### src/rtl/spi_xfer_sequencer.sv
// Byte sequencer for spi_master: TX FIFO -> one start pulse per byte -> RX FIFO capture.
// Optional transfer watchdog is compiled in when SPI_TIMEOUT_EN is defined.
module spi_xfer_sequencer #(
    parameter int DATA_W         = 8,
    parameter int FIFO_DEPTH     = 8,
    parameter int GAP_CYCLES     = 2,
    parameter int TIMEOUT_CYCLES = 1024
) (
    input  logic              clk,
    input  logic              rst,
    input  logic [DATA_W-1:0] tx_data,
    input  logic              tx_valid,
    output logic              tx_ready,
    output logic [DATA_W-1:0] rx_data,
    output logic              rx_valid,
    input  logic              rx_ready,
    input  logic              cfg_cpol,
    input  logic              cfg_cpha,
    output logic              spi_start,
    output logic [DATA_W-1:0] spi_data,
    output logic              spi_cpol,
    output logic              spi_cpha,
    input  logic              spi_done,
    input  logic [DATA_W-1:0] spi_rx,
    output logic              busy,
    output logic              timeout
);

    localparam int AW = (FIFO_DEPTH > 1) ? $clog2(FIFO_DEPTH) : 1;
    localparam int CW = AW + 1;
    localparam logic [CW-1:0] DEPTH_C = CW'(FIFO_DEPTH);
    localparam int GW = (GAP_CYCLES > 1) ? $clog2(GAP_CYCLES) : 1;
    localparam logic [GW-1:0] GAP_LAST = GW'((GAP_CYCLES > 0) ? (GAP_CYCLES - 1) : 0);

    typedef enum logic [1:0] {
        S_IDLE,
        S_LAUNCH,
        S_WAIT_DONE,
        S_GAP
    } state_t;

    state_t            r_state;
    logic              r_spi_start;
    logic [DATA_W-1:0] r_spi_data;
    logic              r_spi_cpol;
    logic              r_spi_cpha;
    logic [GW-1:0]     r_gap_cnt;
    logic              r_done_q;

    logic [DATA_W-1:0] r_tx_mem [FIFO_DEPTH];
    logic [AW-1:0]     r_tx_wr;
    logic [AW-1:0]     r_tx_rd;
    logic [CW-1:0]     r_tx_cnt;

    logic [DATA_W-1:0] r_rx_mem [FIFO_DEPTH];
    logic [AW-1:0]     r_rx_wr;
    logic [AW-1:0]     r_rx_rd;
    logic [CW-1:0]     r_rx_cnt;

    logic w_done_rise;
    logic w_tx_push;
    logic w_rx_pop;
    logic w_launch;
    logic w_capture;

    assign w_done_rise = spi_done & ~r_done_q;
    assign w_tx_push   = tx_valid & tx_ready;
    assign w_rx_pop    = rx_valid & rx_ready;
    // RX space is reserved before launch, so the capture push can never overflow.
    assign w_launch    = (r_state == S_IDLE) & (r_tx_cnt != '0) & (r_rx_cnt != DEPTH_C);
    assign w_capture   = (r_state == S_WAIT_DONE) & w_done_rise;

    assign tx_ready  = (r_tx_cnt != DEPTH_C);
    assign rx_valid  = (r_rx_cnt != '0);
    assign rx_data   = r_rx_mem[r_rx_rd];
    assign spi_start = r_spi_start;
    assign spi_data  = r_spi_data;
    assign spi_cpol  = r_spi_cpol;
    assign spi_cpha  = r_spi_cpha;
    assign busy      = (r_state != S_IDLE) | (r_tx_cnt != '0);

    always_ff @(posedge clk or posedge rst) begin
        if (rst) begin
            r_done_q <= 1'b0;
        end else begin
            r_done_q <= spi_done;
        end
    end

    always_ff @(posedge clk) begin
        if (w_tx_push) begin
            r_tx_mem[r_tx_wr] <= tx_data;
        end
        if (w_capture) begin
            r_rx_mem[r_rx_wr] <= spi_rx;
        end
    end

    always_ff @(posedge clk or posedge rst) begin
        if (rst) begin
            r_tx_wr  <= '0;
            r_tx_rd  <= '0;
            r_tx_cnt <= '0;
        end else begin
            if (w_tx_push) begin
                r_tx_wr <= r_tx_wr + 1'b1;
            end
            if (w_launch) begin
                r_tx_rd <= r_tx_rd + 1'b1;
            end
            case ({w_tx_push, w_launch})
                2'b10:   r_tx_cnt <= r_tx_cnt + 1'b1;
                2'b01:   r_tx_cnt <= r_tx_cnt - 1'b1;
                default: r_tx_cnt <= r_tx_cnt;
            endcase
        end
    end

    always_ff @(posedge clk or posedge rst) begin
        if (rst) begin
            r_rx_wr  <= '0;
            r_rx_rd  <= '0;
            r_rx_cnt <= '0;
        end else begin
            if (w_capture) begin
                r_rx_wr <= r_rx_wr + 1'b1;
            end
            if (w_rx_pop) begin
                r_rx_rd <= r_rx_rd + 1'b1;
            end
            case ({w_capture, w_rx_pop})
                2'b10:   r_rx_cnt <= r_rx_cnt + 1'b1;
                2'b01:   r_rx_cnt <= r_rx_cnt - 1'b1;
                default: r_rx_cnt <= r_rx_cnt;
            endcase
        end
    end

`ifdef SPI_TIMEOUT_EN
    localparam int TW = (TIMEOUT_CYCLES > 1) ? $clog2(TIMEOUT_CYCLES) : 1;
    localparam logic [TW-1:0] WD_LAST = TW'((TIMEOUT_CYCLES > 0) ? (TIMEOUT_CYCLES - 1) : 0);

    logic [TW-1:0] r_wd_cnt;
    logic          r_timeout;

    assign timeout = r_timeout;
`else
    logic w_unused_timeout_param;

    assign w_unused_timeout_param = (TIMEOUT_CYCLES == 0);
    assign timeout = 1'b0;
`endif

    always_ff @(posedge clk or posedge rst) begin
        if (rst) begin
            r_state     <= S_IDLE;
            r_spi_start <= 1'b0;
            r_spi_data  <= '0;
            r_spi_cpol  <= 1'b0;
            r_spi_cpha  <= 1'b0;
            r_gap_cnt   <= '0;
`ifdef SPI_TIMEOUT_EN
            r_wd_cnt    <= '0;
            r_timeout   <= 1'b0;
`endif
        end else begin
            r_spi_start <= 1'b0;
            case (r_state)
                S_IDLE: begin
                    if (w_launch) begin
                        r_state     <= S_LAUNCH;
                        r_spi_start <= 1'b1;
                        r_spi_data  <= r_tx_mem[r_tx_rd];
                        r_spi_cpol  <= cfg_cpol;
                        r_spi_cpha  <= cfg_cpha;
                    end
                end
                S_LAUNCH: begin
                    r_state <= S_WAIT_DONE;
`ifdef SPI_TIMEOUT_EN
                    r_wd_cnt <= '0;
`endif
                end
                S_WAIT_DONE: begin
                    // Only a rising edge seen inside WAIT_DONE completes the transfer.
                    if (w_done_rise) begin
                        r_gap_cnt <= '0;
                        r_state   <= (GAP_CYCLES > 0) ? S_GAP : S_IDLE;
                    end
`ifdef SPI_TIMEOUT_EN
                    else if (r_wd_cnt == WD_LAST) begin
                        r_timeout <= 1'b1;
                        r_gap_cnt <= '0;
                        r_state   <= (GAP_CYCLES > 0) ? S_GAP : S_IDLE;
                    end else begin
                        r_wd_cnt <= r_wd_cnt + 1'b1;
                    end
`endif
                end
                S_GAP: begin
                    if (r_gap_cnt == GAP_LAST) begin
                        r_state <= S_IDLE;
                    end else begin
                        r_gap_cnt <= r_gap_cnt + 1'b1;
                    end
                end
                default: begin
                    r_state <= S_IDLE;
                end
            endcase
        end
    end

endmodule

### config.mk
export PLATFORM = sky130hd
export DESIGN_NAME = spi_xfer_sequencer
export DESIGN_NICKNAME = d
export VERILOG_FILES = /design/src/rtl/spi_xfer_sequencer.sv
export SDC_FILE = /design/constraint.sdc
export NUM_CORES = 1
export LEC_CHECK = 0
export CELL_PAD_IN_SITES_DETAIL_PLACEMENT = 0
export CELL_PAD_IN_SITES_GLOBAL_PLACEMENT = 2
export CORE_UTILIZATION = 30
export CTS_CLUSTER_SIZE = 30
export DETAILED_ROUTE_END_ITERATION = 8
export PLACE_DENSITY_LB_ADDON = 0.12
export SLEW_MARGIN = 20
export SYNTH_ARGS = -nofsm -noshare
export SYNTH_HDL_FRONTEND = slang
export SYNTH_SLANG_ARGS = --single-unit
### constraint.sdc
create_clock -name clk -period 3.2 [get_ports clk]
set_input_delay 0.48 -clock clk [delete_from_list [all_inputs] [get_ports clk]]
set_output_delay 0.48 -clock clk [all_outputs]
set_load 0.01 [all_outputs]
== Yosys cells after proc, flatten, opt, wreduce, memory -nomap -nowiden ==
Memory sizes are Yosys's and may differ from the RTL's. A register that Yosys moved wholly into a read port is not among the register bits.
Index checks and enable logic that the tools add are counted.

* Add/subtract/negate cells: 9
* Equal/unequal tests: 12
* Muxes and demuxes: 15
* Bitwise logic cells: 8
* Reductions and logical operators: 10

{| class="wikitable"
|+ Operators with widths
! cell !! number
|-
| $pmux 4 s2 || 2
|-
| $add 3x1->3 const B || 4
|-
| $add 4x1->4 const B || 2
|-
| $eq 2x2->1 const B || 4
|-
| $mux 1 || 8
|-
| $ne 4x4->1 const B || 2
|-
| $pmux 2 s4 || 1
|-
| $reduce_bool 2->1 || 4
|-
| $reduce_bool 4->1 || 2
|-
| $sub 4x1->4 const B || 2
|-
| $and 1x1->1 || 6
|-
| $eq 2x1->1 const B || 3
|-
| $mux 2 || 3
|-
| $ne 2x2->1 const B || 3
|-
| $reduce_and 2->1 || 2
|-
| $reduce_and 3->1 || 1
|-
| $logic_not 2->1 || 1
|-
| $pmux 1 s2 || 1
|-
| $add 1x1->1 const B || 1
|-
| $not 1->1 || 1
|-
| $or 1x1->1 || 1
|}

* Register bits after elaboration: 27
* RAM bits: 128
* Input port bits: 23
* Output and inout bits: 23
* Word-level logic and storage cells: 68
* Memories kept: 2

{| class="wikitable"
|+ Memory list
! name !! depth !! width !! rd ports !! clocked after Yosys merged registers in !! wr ports !! RTL line !! text
|-
| r_rx_mem || 8 || 8 || 1 || 0 || 1 || 55 || <nowiki>logic [DATA_W-1:0] r_rx_mem [FIFO_DEPTH];</nowiki>
|-
| r_tx_mem || 8 || 8 || 1 || 1 || 1 || 50 || <nowiki>logic [DATA_W-1:0] r_tx_mem [FIFO_DEPTH];</nowiki>
|}

== Depth between registers and ports, before layout ==
* Word-level depth: 5
* Gate-level depth with buffers: 11
* Depth with buffers taken out: 10

== Least setup slack after synthesis ==
No wires, ideal clock.

* Path kind: register to register
* From: register r_rx_cnt[0]
* To: register r_rx_cnt[3]
* Setup time: 0.125 ns
* Arrival time: 2.449 ns
* Required time: 3.075 ns
* Path slack: 0.626 ns
* Cell stages (with the launch flop): 10
* Buffers on the path: 0
* Period minus slack after synthesis: 2.574 ns
* Path through: dfrtp_1 or4_1 nand2_1 inv_1 ha_1 ha_1 a21o_1 a2111oi_0 nand4b_1 nand3_1

* Longest elaborated chain between the ends: 4
* Elaborated cells between the ends (all ways): 8
* Those cells by class: add/sub (2); eq/ne (2); mux (1); bitwise (1); reduce/logical (2)

{| class="wikitable"
|+ RTL lines
! what !! RTL line !! text
|-
| from (decl) || 58 || <nowiki>logic [CW-1:0] r_rx_cnt;</nowiki>
|-
| from (signal assigned) || 132 || <nowiki>2'b10: r_rx_cnt <= r_rx_cnt + 1'b1;</nowiki>
|-
| from (signal assigned) || 133 || <nowiki>2'b01: r_rx_cnt <= r_rx_cnt - 1'b1;</nowiki>
|-
| from (signal assigned) || 134 || <nowiki>default: r_rx_cnt <= r_rx_cnt;</nowiki>
|-
| $reduce_bool 4->1 * || 74 || <nowiki>assign rx_valid = (r_rx_cnt != '0);</nowiki>
|-
| net rx_valid || 15 || <nowiki>output logic rx_valid,</nowiki>
|-
| $and 1x1->1 * || 68 || <nowiki>assign w_rx_pop = rx_valid & rx_ready;</nowiki>
|-
| net w_rx_pop || 62 || <nowiki>logic w_rx_pop;</nowiki>
|-
| $eq 2x1->1 or $eq 2x2->1 (tied branches) || 131 || <nowiki>case ({w_capture, w_rx_pop})</nowiki>
|-
| $pmux 4 s2 or $reduce_bool 2->1 (tied branches) || -- ||
|}

Mark *: on every way through the listed nets, which the timed path passes. The rest lies on a longest branch.
A chain may end at the register's enable or synchronous reset.

== Final worst setup path ==
* From: register r_rx_rd[0]
* To: output rx_data[7]

* Longest elaborated chain between the ends: 1

{| class="wikitable"
|+ RTL lines
! what !! RTL line !! text
|-
| from (decl) || 57 || <nowiki>logic [AW-1:0] r_rx_rd;</nowiki>
|-
| from (signal assigned) || 129 || <nowiki>r_rx_rd <= r_rx_rd + 1'b1;</nowiki>
|-
| $mem_v2 8x8 || -- ||
|-
| to (decl) || 14 || <nowiki>output logic [DATA_W-1:0] rx_data,</nowiki>
|}

Every way passes these cells.

==> impl_metrics.env <==
export IMPL_globalplace_congestion=0.7261
export IMPL_clkPwrFrac=0.275
export IMPL_gr_total_overflow=0
export IMPL_leakage_power_total_nw=2.887
export IMPL_area_growth_syn_to_layout_pct=20.79
export IMPL_synth_async_reset_ratio=0.2147
export IMPL_grt_max_degree=36
export IMPL_worstSetupStartpoint="r_rx_rd[0]$_DFFE_PP0P_"
export IMPL_fmaxAchievable_mhz=336.0
export IMPL_slew_headroom=0.4120
export IMPL_p_per_area_nw_per_um2=889.3
export IMPL_critical_path_peak_fanout=16
export IMPL_synth_ff_latch_count=163
export IMPL_post_route_min_period_ns=2.976
export IMPL_num_clock_sinks=163
export IMPL_crit_reg_reg_startpoint="r_rx_cnt[0]$_DFFE_PP0P_"
export IMPL_violations="DRC"
export IMPL_hold_viol=0
export IMPL_std_cell_rows=54
export IMPL_synth_main_ff_cell="sky130_fd_sc_hd__edfxtp_1"
export IMPL_r2r_slack_ns=0.44
export IMPL_post_synth_num_cell_types=40
export IMPL_synth_warning_count=0
export IMPL_cts_resized_gates=0
export IMPL_fin_area_um2=8158
export IMPL_number_of_buffers_created_by_cts=17
export IMPL_die_width_um=152.0
export IMPL_setup_tns_final_ns=0
export IMPL_cpMaxStageDelayCell="sky130_fd_sc_hd__mux4_1"
export IMPL_rsz0062_at_grt="false"
export IMPL_routed_wirelength_um=12740
export IMPL_detail_route_antenna_nets=0
export IMPL_clk_pin_slew_worst_paths_ns=0.06
export IMPL_p_switching_mw=2.182
export IMPL_worstSetupPathType="reg2out"
export IMPL_ios=46
export IMPL_hold_buffers=0
export IMPL_h_tree_depth=4
export IMPL_power_switching_fraction=0.3008
export IMPL_critical_path_endpoint_type="output pin"
export IMPL_outcome="finished, violations left"
export IMPL_clock_skew_ns=0.01125
export IMPL_chipHeight_um=152.0
export IMPL_setup_viol_count_final=0
export IMPL_drc_errors=14
export IMPL_max_stage_delay_ns=0.59
export IMPL_drt_pass1_iterations=6
export IMPL_post_route_period_util=0.9300
export IMPL_grt_first_pass_wirelength_um=20580
export IMPL_cell_internal_pwr_mw=5.073
export IMPL_p_seq_frac=0.426
export IMPL_max_cap_viol_count=0
export IMPL_grt_pass1_vias=3645
export IMPL_synth_top_cells_by_area="sky130_fd_sc_hd__edfxtp_1, sky130_fd_sc_hd__dfrtp_1, sky130_fd_sc_hd__mux4_1, sky130_fd_sc_hd__mux4_2, sky130_fd_sc_hd__ha_1"
export IMPL_critical_path_startpoint_type="register"
export IMPL_detailedPlace_worstSlack_ns=0.2274
export IMPL_start_util=0.3076
export IMPL_fillers=2034
export IMPL_syn_area_um2=6754
export IMPL_die_ar_um2=23120
export IMPL_synth_largest_area_cell="sky130_fd_sc_hd__edfxtp_1"
export IMPL_n_antenna_cell=0
export IMPL_buffer_ports_inserted=44
export IMPL_cp_required_ns=2.72
export IMPL_path_cells="buf_4 -> mux4_1 -> mux2_2 -> clkdlybuf4s50_1"
export IMPL_critical_path_arrival_ns=2.50
export IMPL_clk_insertion_delay_late_ns=0.42
export IMPL_critical_path_buf_inv_count=2
export IMPL_syn_avg_cell_area_um2=18.50
export IMPL_groute_usage_overall=0.1211
export IMPL_seq_area_frac_synth=0.6988
export IMPL_kind_of_cell_with_the_highest_combined_delay_on_the_critical_path="multiplexers"
export IMPL_synthesis_instances=365
export IMPL_worst_slew_pin_slew_ns=0.8820
export IMPL_post_syn_nets=403
export IMPL_drive_gt1_frac=0.1924
export IMPL_synth_top_area_share=0.5691
export IMPL_power_frac_comb=0.299
export IMPL_dr_total_vias=3359
export IMPL_count_of_flip_flops_with_a_built_in_enable_after_synthesis=128
export IMPL_max_clock_path_buffers=2
export IMPL_initialDrtViolationCount=187
export IMPL_finalNetCount=472
export IMPL_routed_wire_length_per_instance_um=17.52
export IMPL_timing_final_max_slew_violations=0
export IMPL_routed_via_density=4.620
export IMPL_floorplan_core_area_um2=21960
export IMPL_tritoncts_clock_tree="built"
export IMPL_cts_repair_timing_setup_buffer_count=0
export IMPL_cts_root_buffer_cell="sky130_fd_sc_hd__clkbuf_16"
export IMPL_hpwlAfterDp_um=8275
export IMPL_antenna_violations_before_repair=0
export IMPL_placed_area_um2=7577
export IMPL_worst_hold_path_type="in2async"
export IMPL_vdd_drop_max_mv=0.3937
export IMPL_layout_setup_ws_ns=0.2240
cells by family after synthesis:
logic type                 after synthesis  synth area share
xor gates and xnor gates                14           0.01816
muxes                                   57            0.1560
other                                    1         0.0005552
and+or+nand+nor                         72           0.05539
adders and majority gates               15           0.02890
buffers and inverters                   24           0.02353
DFF                                    163            0.6988
AOI/OAI and AO/OA                       19           0.01871
worst paths after layout:
| path | end | depth (start not counted) |
|---|---|---|
| worst max register to register | r_rx_cnt[3]$_DFFE_PP0P_ | 9 |
| min in group clk | spi_data[3]$_DFFE_PP0P_ | 1 |
| worst min register to register | spi_data[3]$_DFFE_PP0P_ | 1 |
| worst min-delay path | spi_cpha$_DFFE_PP0P_ | 3 |
| max in group asynchronous | r_rx_wr[0]$_DFFE_PP0P_ | 3 |
| worst max-delay path | rx_data[7] | 4 |
layout make-up:
class	instances	area, um2	share of cell area
Inverter	9	33.78	0.004141
Clock inverter	14	151.4	0.01856
Sequential cell	163	4720	0.5785
Tap cell	280	350.3	0.04294
Timing Repair Buffer	65	598.1	0.07331
Clock buffer	18	429.2	0.05261
Multi-Input combinational cell	178	1876	0.2299
cell usage after synthesis (2+ instances only):
cell type and instances:
sky130_fd_sc_hd__dfrtp_1 35, sky130_fd_sc_hd__mux4_1 16, sky130_fd_sc_hd__buf_12 2, sky130_fd_sc_hd__nor3b_1 2
sky130_fd_sc_hd__nand2_1 26, sky130_fd_sc_hd__buf_4 2, sky130_fd_sc_hd__xor2_1 5, sky130_fd_sc_hd__nand2b_1 6
sky130_fd_sc_hd__o21ai_0 4, sky130_fd_sc_hd__nand3_1 6, sky130_fd_sc_hd__xnor2_1 9, sky130_fd_sc_hd__buf_6 3
sky130_fd_sc_hd__mux4_2 16, sky130_fd_sc_hd__o21a_1 8, sky130_fd_sc_hd__mux2i_1 10, sky130_fd_sc_hd__edfxtp_1 128
sky130_fd_sc_hd__buf_2 5, sky130_fd_sc_hd__a21oi_1 3, sky130_fd_sc_hd__inv_1 9, sky130_fd_sc_hd__nor2_1 15
sky130_fd_sc_hd__nor3b_2 2, sky130_fd_sc_hd__nor3_1 8, sky130_fd_sc_hd__mux2_2 13, sky130_fd_sc_hd__clkbuf_1 2
sky130_fd_sc_hd__ha_1 14, sky130_fd_sc_hd__or4_1 2
layer usage:
layer  global-route usage  up-vias  share of wire
met2               0.2116       55           0.52
met3              0.03223       10          0.030
li1                     -     1563              -
met4              0.04082        0          0.013
met1               0.1446     1731           0.43
met5                    0        -              0
sequential cells by signal, summed over array words and instances, names as in the netlist:
name and count:
spi_start 1, r_rx_wr 3, r_done_q 1, r_gap_cnt 1
r_tx_rd 3, r_rx_rd 3, r_state 2, r_rx_mem 64
r_tx_mem 64, spi_cpha 1, r_tx_cnt 4, r_rx_cnt 4
r_tx_wr 3, spi_cpol 1, spi_data 8
worst min-delay path: stages:
cell and delay, ns:
sky130_fd_sc_hd__clkdlybuf4s50_1 0.39, sky130_fd_sc_hd__inv_1 0.05, sky130_fd_sc_hd__buf_4 0.41
placed cells by master (no fill, tap or decap), types with 2 or more instances in the layout:
cell / netlist / final
sky130_fd_sc_hd__nand3_1: 6 / 6
sky130_fd_sc_hd__a21oi_1: 3 / 3
sky130_fd_sc_hd__clkinv_4: 0 / 3
sky130_fd_sc_hd__ha_1: 14 / 14
sky130_fd_sc_hd__clkinv_2: 0 / 4
sky130_fd_sc_hd__nor3b_2: 2 / 2
sky130_fd_sc_hd__clkbuf_16: 0 / 17
sky130_fd_sc_hd__inv_1: 9 / 9
sky130_fd_sc_hd__xnor2_1: 9 / 9
sky130_fd_sc_hd__nand2_1: 26 / 26
sky130_fd_sc_hd__nand2b_1: 6 / 6
sky130_fd_sc_hd__or4_1: 2 / 2
sky130_fd_sc_hd__edfxtp_1: 128 / 128
sky130_fd_sc_hd__mux2_2: 13 / 13
sky130_fd_sc_hd__nor3b_1: 2 / 2
sky130_fd_sc_hd__mux2i_1: 10 / 10
sky130_fd_sc_hd__nor3_1: 8 / 8
sky130_fd_sc_hd__buf_4: 2 / 21
sky130_fd_sc_hd__clkdlybuf4s50_1: 0 / 44
sky130_fd_sc_hd__dfrtp_1: 35 / 35
sky130_fd_sc_hd__o21a_1: 8 / 8
sky130_fd_sc_hd__inv_6: 0 / 3
sky130_fd_sc_hd__xor2_1: 5 / 5
sky130_fd_sc_hd__mux4_1: 16 / 16
sky130_fd_sc_hd__bufinv_16: 0 / 2
sky130_fd_sc_hd__mux4_2: 16 / 16
sky130_fd_sc_hd__nor2_1: 15 / 15
sky130_fd_sc_hd__o21ai_0: 4 / 4
per-stage QoR:
step	power (mW)	hold WS [ns]	util	std cells
5_1_grt	7.715	0.5186	0.3715	727
6_report	7.255	0.4789	0.3715	727
3_5_place_dp	5.379	0.4795	0.3451	695
4_1_cts	7.402	0.4891	0.3715	727
3_3_place_gp	5.338	0.4754	0.3451	695
2_1_floorplan	4.618	0.4687	-	365
power by group through the flow:
| stage | combinational (mW) | sequential [mW] | clock (mW) |
|---|---|---|---|
| floorplan | 1.70 | 2.92 | 0 |
| global placement | 2.19 | 3.15 | 0 |
| detailed placement | 2.22 | 3.15 | 0 |
| CTS | 2.23 | 3.11 | 2.06 |
| global route | 2.41 | 3.16 | 2.14 |
| finish | 2.17 | 3.09 | 2.00 |
Note: power is estimated with default switching activity, not from simulation.
